### src/rtl/mac_pkg.sv
// Shared definitions for the MAC array sequencer: FSM states, column
// instruction encodings and default array dimensions.
package mac_pkg;

  localparam int unsigned BW      = 4;
  localparam int unsigned BW_PSUM = 16;
  localparam int unsigned COL     = 8;

  localparam logic [1:0] INST_NOP  = 2'b00;
  localparam logic [1:0] INST_LOAD = 2'b01;
  localparam logic [1:0] INST_EXEC = 2'b10;

  typedef enum logic [1:0] {
    IDLE  = 2'd0,
    LOAD  = 2'd1,
    EXEC  = 2'd2,
    DRAIN = 2'd3
  } state_e;

endpackage

### src/rtl/ctrl_cnt.sv
// Loadable down-counter with a zero flag; times both the key-load and drain
// phases. Load wins over decrement, and the count stops at zero.
module ctrl_cnt #(
  parameter int unsigned W = 4
) (
  input  logic         clk,
  input  logic         reset,
  input  logic         load_i,
  input  logic         dec_i,
  input  logic [W-1:0] val_i,
  output logic         zero_o
);

  logic [W-1:0] cnt_q;

  always_ff @(posedge clk) begin
    if (reset) begin
      cnt_q <= '0;
    end else if (load_i) begin
      cnt_q <= val_i;
    end else if (dec_i && (cnt_q != '0)) begin
      cnt_q <= cnt_q - W'(1);
    end
  end

  assign zero_o = (cnt_q == '0);

endmodule

### src/rtl/mac_array_ctrl.sv
// Sequencer for the MAC array: key load, query streaming with output-FIFO
// backpressure, then a fixed drain before signalling done.
module mac_array_ctrl
  import mac_pkg::*;
#(
  parameter int unsigned col       = COL,
  parameter int unsigned aw        = 6,
  parameter int unsigned load_len  = 10,
  parameter int unsigned drain_len = col + 2,
  parameter int unsigned q_base    = 16
) (
  input  logic          clk,
  input  logic          reset,
  input  logic          start,
  input  logic [aw-1:0] num_q,
  input  logic          ofifo_full,
  output logic          mem_cen,
  output logic [aw-1:0] mem_addr,
  output logic [1:0]    inst,
  output logic          busy,
  output logic          done,
  output logic [aw-1:0] q_cnt
);

  localparam int unsigned CNT_MAX = (load_len > drain_len) ? load_len : drain_len;
  localparam int unsigned CW      = (CNT_MAX > 1) ? $clog2(CNT_MAX) : 1;
  localparam logic [CW-1:0] LOAD_INIT  = CW'(load_len - 1);
  localparam logic [CW-1:0] DRAIN_INIT = CW'(drain_len - 1);
  localparam logic [aw-1:0] QB  = aw'(q_base);
  localparam logic [aw-1:0] ONE = aw'(1);

  state_e        state_q, state_d;
  logic [aw-1:0] addr_q, addr_d;
  logic [aw-1:0] qcnt_q, qcnt_d;
  logic [aw-1:0] numq_q, numq_d;
  logic [1:0]    inst_q, inst_d;
  logic          done_q, done_d;
  logic          issue;
  logic          cnt_load;
  logic [CW-1:0] cnt_val;
  logic          cnt_zero;

  ctrl_cnt #(.W(CW)) u_cnt (
    .clk    (clk),
    .reset  (reset),
    .load_i (cnt_load),
    .dec_i  ((state_q == LOAD) || (state_q == DRAIN)),
    .val_i  (cnt_val),
    .zero_o (cnt_zero)
  );

  always_comb begin
    state_d  = state_q;
    addr_d   = addr_q;
    qcnt_d   = qcnt_q;
    numq_d   = numq_q;
    inst_d   = INST_NOP;
    done_d   = 1'b0;
    issue    = 1'b0;
    cnt_load = 1'b0;
    cnt_val  = DRAIN_INIT;
    unique case (state_q)
      IDLE: begin
        if (start) begin
          state_d  = LOAD;
          numq_d   = num_q;
          addr_d   = '0;
          qcnt_d   = '0;
          cnt_load = 1'b1;
          cnt_val  = LOAD_INIT;
        end
      end
      LOAD: begin
        issue  = 1'b1;
        inst_d = INST_LOAD;
        addr_d = addr_q + ONE;
        if (cnt_zero) begin
          // Pre-point at the query region; the timer is reloaded for drain
          // here and simply idles through EXEC.
          addr_d   = QB;
          cnt_load = 1'b1;
          state_d  = (numq_q != '0) ? EXEC : DRAIN;
        end
      end
      EXEC: begin
        if (!ofifo_full) begin
          issue  = 1'b1;
          inst_d = INST_EXEC;
          addr_d = addr_q + ONE;
          qcnt_d = qcnt_q + ONE;
          if ((qcnt_q + ONE) == numq_q) begin
            state_d  = DRAIN;
            cnt_load = 1'b1;
          end
        end
      end
      DRAIN: begin
        if (cnt_zero) begin
          state_d = IDLE;
          done_d  = 1'b1;
        end
      end
      default: state_d = IDLE;
    endcase
  end

  always_ff @(posedge clk) begin
    if (reset) begin
      state_q <= IDLE;
      addr_q  <= '0;
      qcnt_q  <= '0;
      numq_q  <= '0;
      inst_q  <= INST_NOP;
      done_q  <= 1'b0;
    end else begin
      state_q <= state_d;
      addr_q  <= addr_d;
      qcnt_q  <= qcnt_d;
      numq_q  <= numq_d;
      inst_q  <= inst_d;
      done_q  <= done_d;
    end
  end

  assign mem_cen  = ~issue;
  assign mem_addr = addr_q;
  assign inst     = inst_q;
  assign busy     = (state_q != IDLE);
  assign done     = done_q;
  assign q_cnt    = qcnt_q;

endmodule
### config.mk
export PLATFORM = sky130hd
export DESIGN_NAME = mac_array_ctrl
export DESIGN_NICKNAME = d
export VERILOG_FILES = /design/src/rtl/mac_pkg.sv /design/src/rtl/ctrl_cnt.sv /design/src/rtl/mac_array_ctrl.sv
export SDC_FILE = /design/constraint.sdc
export NUM_CORES = 1
export LEC_CHECK = 0
export BUFFER_PORTS_ARGS = -buffer_cell sky130_fd_sc_hd__buf_4
export CAP_MARGIN = 0
export CORE_MARGIN = 2
export CORE_UTILIZATION = 45
export CTS_BUF_LIST = sky130_fd_sc_hd__clkbuf_16
export DETAILED_ROUTE_END_ITERATION = 7
export GPL_TIMING_DRIVEN = 0
export MAX_ROUTING_LAYER = met4
export PLACE_DENSITY = 0.66
export SETUP_SLACK_MARGIN = 0.02
export SLEW_MARGIN = 15
export SYNTH_ARGS = -nofsm -noshare
export SYNTH_HDL_FRONTEND = slang
export SYNTH_HIERARCHICAL = 1
export SYNTH_SLANG_ARGS = --single-unit
### constraint.sdc
create_clock -name clk -period 2.95 [get_ports clk]
set_input_delay 0.1475 -clock clk [delete_from_list [all_inputs] [get_ports clk]]
set_output_delay 0.1475 -clock clk [all_outputs]
set_load 0.01 [all_outputs]
==> impl_metrics.prom <==
# TYPE chip_impl_metric gauge
chip_impl_info{name="status",value="complete, no violations"} 1
chip_impl_info{name="synth_ff_type",value="dfxtp_1"} 1
chip_impl_metric{name="synth_seq_cells",unit=""} 27
chip_impl_metric{name="htreeDepth",unit=""} 1
chip_impl_metric{name="first_global_vias",unit=""} 1342
chip_impl_metric{name="internal-power",unit="W"} 0.000867
chip_impl_metric{name="totalNegativeSetupSlack",unit="ns"} 0
chip_impl_metric{name="timing_max_transition_violations_final",unit=""} 0
chip_impl_metric{name="route.detailed.drc",unit=""} 0
chip_impl_metric{name="timing.final.hold_violations",unit=""} 0
chip_impl_info{name="crit_slowest_cell",value="dfxtp_1"} 1
chip_impl_metric{name="routabilityCongestion",unit=""} 0.777
chip_impl_metric{name="grt_remaining_overflow",unit=""} 0
chip_impl_metric{name="detailed_place_hpwl",unit="mm"} 2.77
chip_impl_metric{name="slowest_delay",unit="ns"} 0.50
chip_impl_metric{name="cellPowerDensity",unit="nW/um^2"} 748
chip_impl_metric{name="share_seq_of_total_power",unit="%"} 34.2
chip_impl_info{name="cp-start-kind",value="register"} 1
chip_impl_metric{name="grt_antenna_before_repair",unit=""} 0
chip_impl_metric{name="total_iterations_of_the_first_detailed_routing_run",unit=""} 4
chip_impl_info{name="yosys.cell_count.top_type",value="dfxtp_1"} 1
chip_impl_metric{name="via_count",unit=""} 1434
chip_impl_info{name="synth_top_area_cell",value="dfxtp_1"} 1
chip_impl_metric{name="required",unit="ns"} 3.12
chip_impl_metric{name="r2r_setup_slack",unit="ns"} 0.29
chip_impl_metric{name="pin_count_of_the_biggest_net_entering_global_routing",unit=""} 16
chip_impl_metric{name="drt-total-wl",unit="mm"} 3.55
chip_impl_metric{name="global_route_wire_length_before_repair",unit="mm"} 6.08
chip_impl_metric{name="clk-insertion-delay-late",unit="ns"} 0.26
chip_impl_metric{name="num_antenna_cells",unit=""} 0
chip_impl_metric{name="synth_enable_flop_cells",unit=""} 0
chip_impl_metric{name="top_level_ports",unit=""} 27
chip_impl_metric{name="final-setup-viol-count",unit=""} 0
chip_impl_metric{name="first_iter_violations",unit=""} 104
chip_impl_metric{name="synth_seq_area_share",unit="%"} 34.6
chip_impl_metric{name="placement_rows",unit=""} 21
chip_impl_metric{name="asyncSetResetFlopFracSynth",unit="%"} 0
chip_impl_metric{name="cts_inserted_buffers",unit=""} 3
chip_impl_metric{name="timing.final.crit_share",unit="%"} 90.2
chip_impl_metric{name="die_area",unit="um^2"} 3960
chip_impl_metric{name="p_clk_share",unit="%"} 21.7
chip_impl_metric{name="post_synthesis_cell_area",unit="um^2"} 1560
chip_impl_info{name="path_cells",value="ha_1, and2b_2, nor3_1, o311ai_2, nand3b_1, a31oi_1, inv_1, a311oi_1"} 1
chip_impl_metric{name="drt-vias-per-instance",unit=""} 5.41
chip_impl_metric{name="track_usage",unit="%"} 19.1
chip_impl_info{name="post_synth_most_frequent_cells",value="dfxtp_1 (27), nor2_1 (22), nand2_1 (15)"} 1
chip_impl_metric{name="core-area",unit="um^2"} 3340
chip_impl_metric{name="yosys.cell_types.count",unit=""} 46
chip_impl_metric{name="ctsHoldBuffers",unit=""} 0
chip_impl_metric{name="cts_sinks",unit=""} 27
chip_impl_metric{name="largest_driver_fanout_on_the_critical_path",unit=""} 8
chip_impl_metric{name="switching_share",unit="%"} 38.9
chip_impl_metric{name="post_drt_wl_per_cell",unit="um"} 13.4
chip_impl_metric{name="syn-mean-instance-area",unit="um^2"} 8.32
chip_impl_metric{name="floorplan.die.height",unit="um"} 63.0
chip_impl_metric{name="postCtsSetupRepairBufs",unit=""} 0
chip_impl_metric{name="max_root_sink_buffers",unit=""} 2
chip_impl_info{name="grt_setup_unrepaired",value="false"} 1
chip_impl_info{name="end_kind",value="register"} 1
chip_impl_metric{name="start_util",unit="%"} 46.9
chip_impl_metric{name="ys_warn_count",unit=""} 6
chip_impl_metric{name="die_extent_in_x",unit="um"} 63.0
chip_impl_metric{name="cts_repair_resize_count",unit=""} 0
chip_impl_metric{name="power.combinational.fraction",unit="%"} 44.1
chip_impl_metric{name="synth.top_cell.area_share",unit="%"} 34.6
chip_impl_metric{name="achievable-frequency",unit="GHz"} 0.376
chip_impl_metric{name="max_cap_violations",unit=""} 0
chip_impl_metric{name="worst_ir_drop_vdd",unit="mV"} 0.320
chip_impl_metric{name="fin_nets",unit=""} 238
chip_impl_metric{name="clk_transition_reported_paths",unit="ns"} 0.07
chip_impl_metric{name="synthCells",unit=""} 188
chip_impl_info{name="hp-class",value="input pin to register"} 1
chip_impl_metric{name="route.antenna.remaining_nets",unit=""} 0
chip_impl_info{name="synth.top_cells.by_area",value="dfxtp_1 (35%), ha_1 (6.4%), nor2_1 (5.3%), a21oi_1 (4.5%), nand3_1 (4.2%)"} 1
chip_impl_info{name="tritoncts_clock_tree",value="built"} 1
chip_impl_info{name="clock_tree.root_cell",value="clkbuf_16"} 1
chip_impl_metric{name="fin_hold_ws",unit="ns"} 0.141
chip_impl_metric{name="worst_slew_margin_rel",unit="%"} 64.1
chip_impl_metric{name="portBuffers",unit=""} 25
chip_impl_metric{name="layout_min_cycle_time",unit="ns"} 2.66
chip_impl_info{name="critical_path_class",value="register to register"} 1
chip_impl_metric{name="layout.filler_cells",unit=""} 328
chip_impl_metric{name="cp.arrival",unit="ns"} 2.83
chip_impl_metric{name="worst-slew-pin-transition",unit="ns"} 0.533
chip_impl_metric{name="flow.area_growth_from_synthesis",unit="%"} 21.3
chip_impl_metric{name="post_route_cells_drive_above_1_share",unit="%"} 20.1
chip_impl_metric{name="clock-skew-final",unit="ns"} 0.00138
chip_impl_metric{name="power.static_leakage",unit="nW"} 0.777
chip_impl_metric{name="power_dissipated_by_switching_net_loads",unit="W"} 0.000552
==> worst max-delay path: cells and delay by family, from the launching register on <==
family,cells,cell delay [ns]
flip-flops,1,0.50
buffers and inverters,1,0.23
AO/OA/AOI/OAI,3,0.87
adder cells (fa/ha/maj),1,0.30
AND/OR/NAND/NOR,3,0.68
==> sequential cells by signal, summed over array words and instances, names as in the netlist <==
register	count
mem_addr	6
u_cnt/cnt_q	4
done	1
inst	2
q_cnt	6
numq_q	6
state_q	2
==> cell type report <==
class | instances | area (um^2) | area share (%)
tap | 46 | 57.6 | 3.03
inverter | 9 | 33.8 | 1.78
clock inverter | 1 | 5.00 | 0.264
multi-input combinational | 149 | 963 | 50.8
sequential | 27 | 541 | 28.5
timing repair buffer | 25 | 188 | 9.89
buffer | 5 | 33.8 | 1.78
clock buffer | 3 | 75.1 | 3.96
==> power groups by stage <==
stage / logic (W) / clock network, W / registers [W]
5_1_grt: 0.000697 / 0.000337 / 0.000497
3_5_place_dp: 0.000622 / 0 / 0.000494
4_1_cts: 0.000625 / 0.000312 / 0.000486
6_report: 0.000627 / 0.000308 / 0.000485
3_3_place_gp: 0.000591 / 0 / 0.000489
2_1_floorplan: 0.000469 / 0 / 0.000486
==> placed cells by master, fill, tap and decap left out, types with 3 or more instances in the layout <==
cell	n
xnor2_1	4
a21o_1	4
nor3_1	6
nor2b_1	3
conb_1	4
nand2b_1	4
nor2_1	22
dfxtp_1	27
clkbuf_16	3
nand2_1	15
nand3_1	13
buf_4	27
inv_1	9
ha_1	8
a21oi_1	14
o21ai_0	12
xor2_1	6
==> kinds of logic after synthesis <==
family,count (synthesis),share of synthesized area [%]
XOR/XNOR,10,5.60
buffers and inverters,14,4.32
flip-flops,27,34.6
other,2,0.480
adder cells (fa/ha/maj),8,6.40
multiplexers,2,1.28
AO/OA/AOI/OAI,45,20.5
AND/OR/NAND/NOR,80,26.9
==> routing by layer <==
metal / part of all wire [%] / GRT usage [%] / routed length, um
met5: 0 / - / 0
met4: 0.56 / 3.33 / 20
met3: 4.4 / 1.80 / 157
met2: 47 / 31.5 / 1680
met1: 47 / 25.6 / 1680
==> worst paths after layout <==
kind | startpoint | to | depth (start not counted)
worst max register to register | q_cnt[0] | u_cnt/cnt_q[0] | 8
worst max-delay path | q_cnt[0] | u_cnt/cnt_q[0] | 8
worst min register to register | numq_q[1] | numq_q[1] | 2
worst min-delay path | num_q[5] | numq_q[5] | 3
==> through the flow <==
step                      std cells  area [um^2]  setup WS (ns)  utilization (%)  power [W]
after floorplan                 190         1570          0.585                -   0.000955
after global placement          261         1820          0.440             54.4    0.00108
after detailed placement        261         1820          0.307             54.4    0.00112
after CTS                       265         1900          0.284             56.8    0.00142
after global routing            265         1900          0.130             56.8    0.00153
final                           265         1900          0.289             56.8    0.00142
Note: power is estimated with default switching activity, not from simulation.
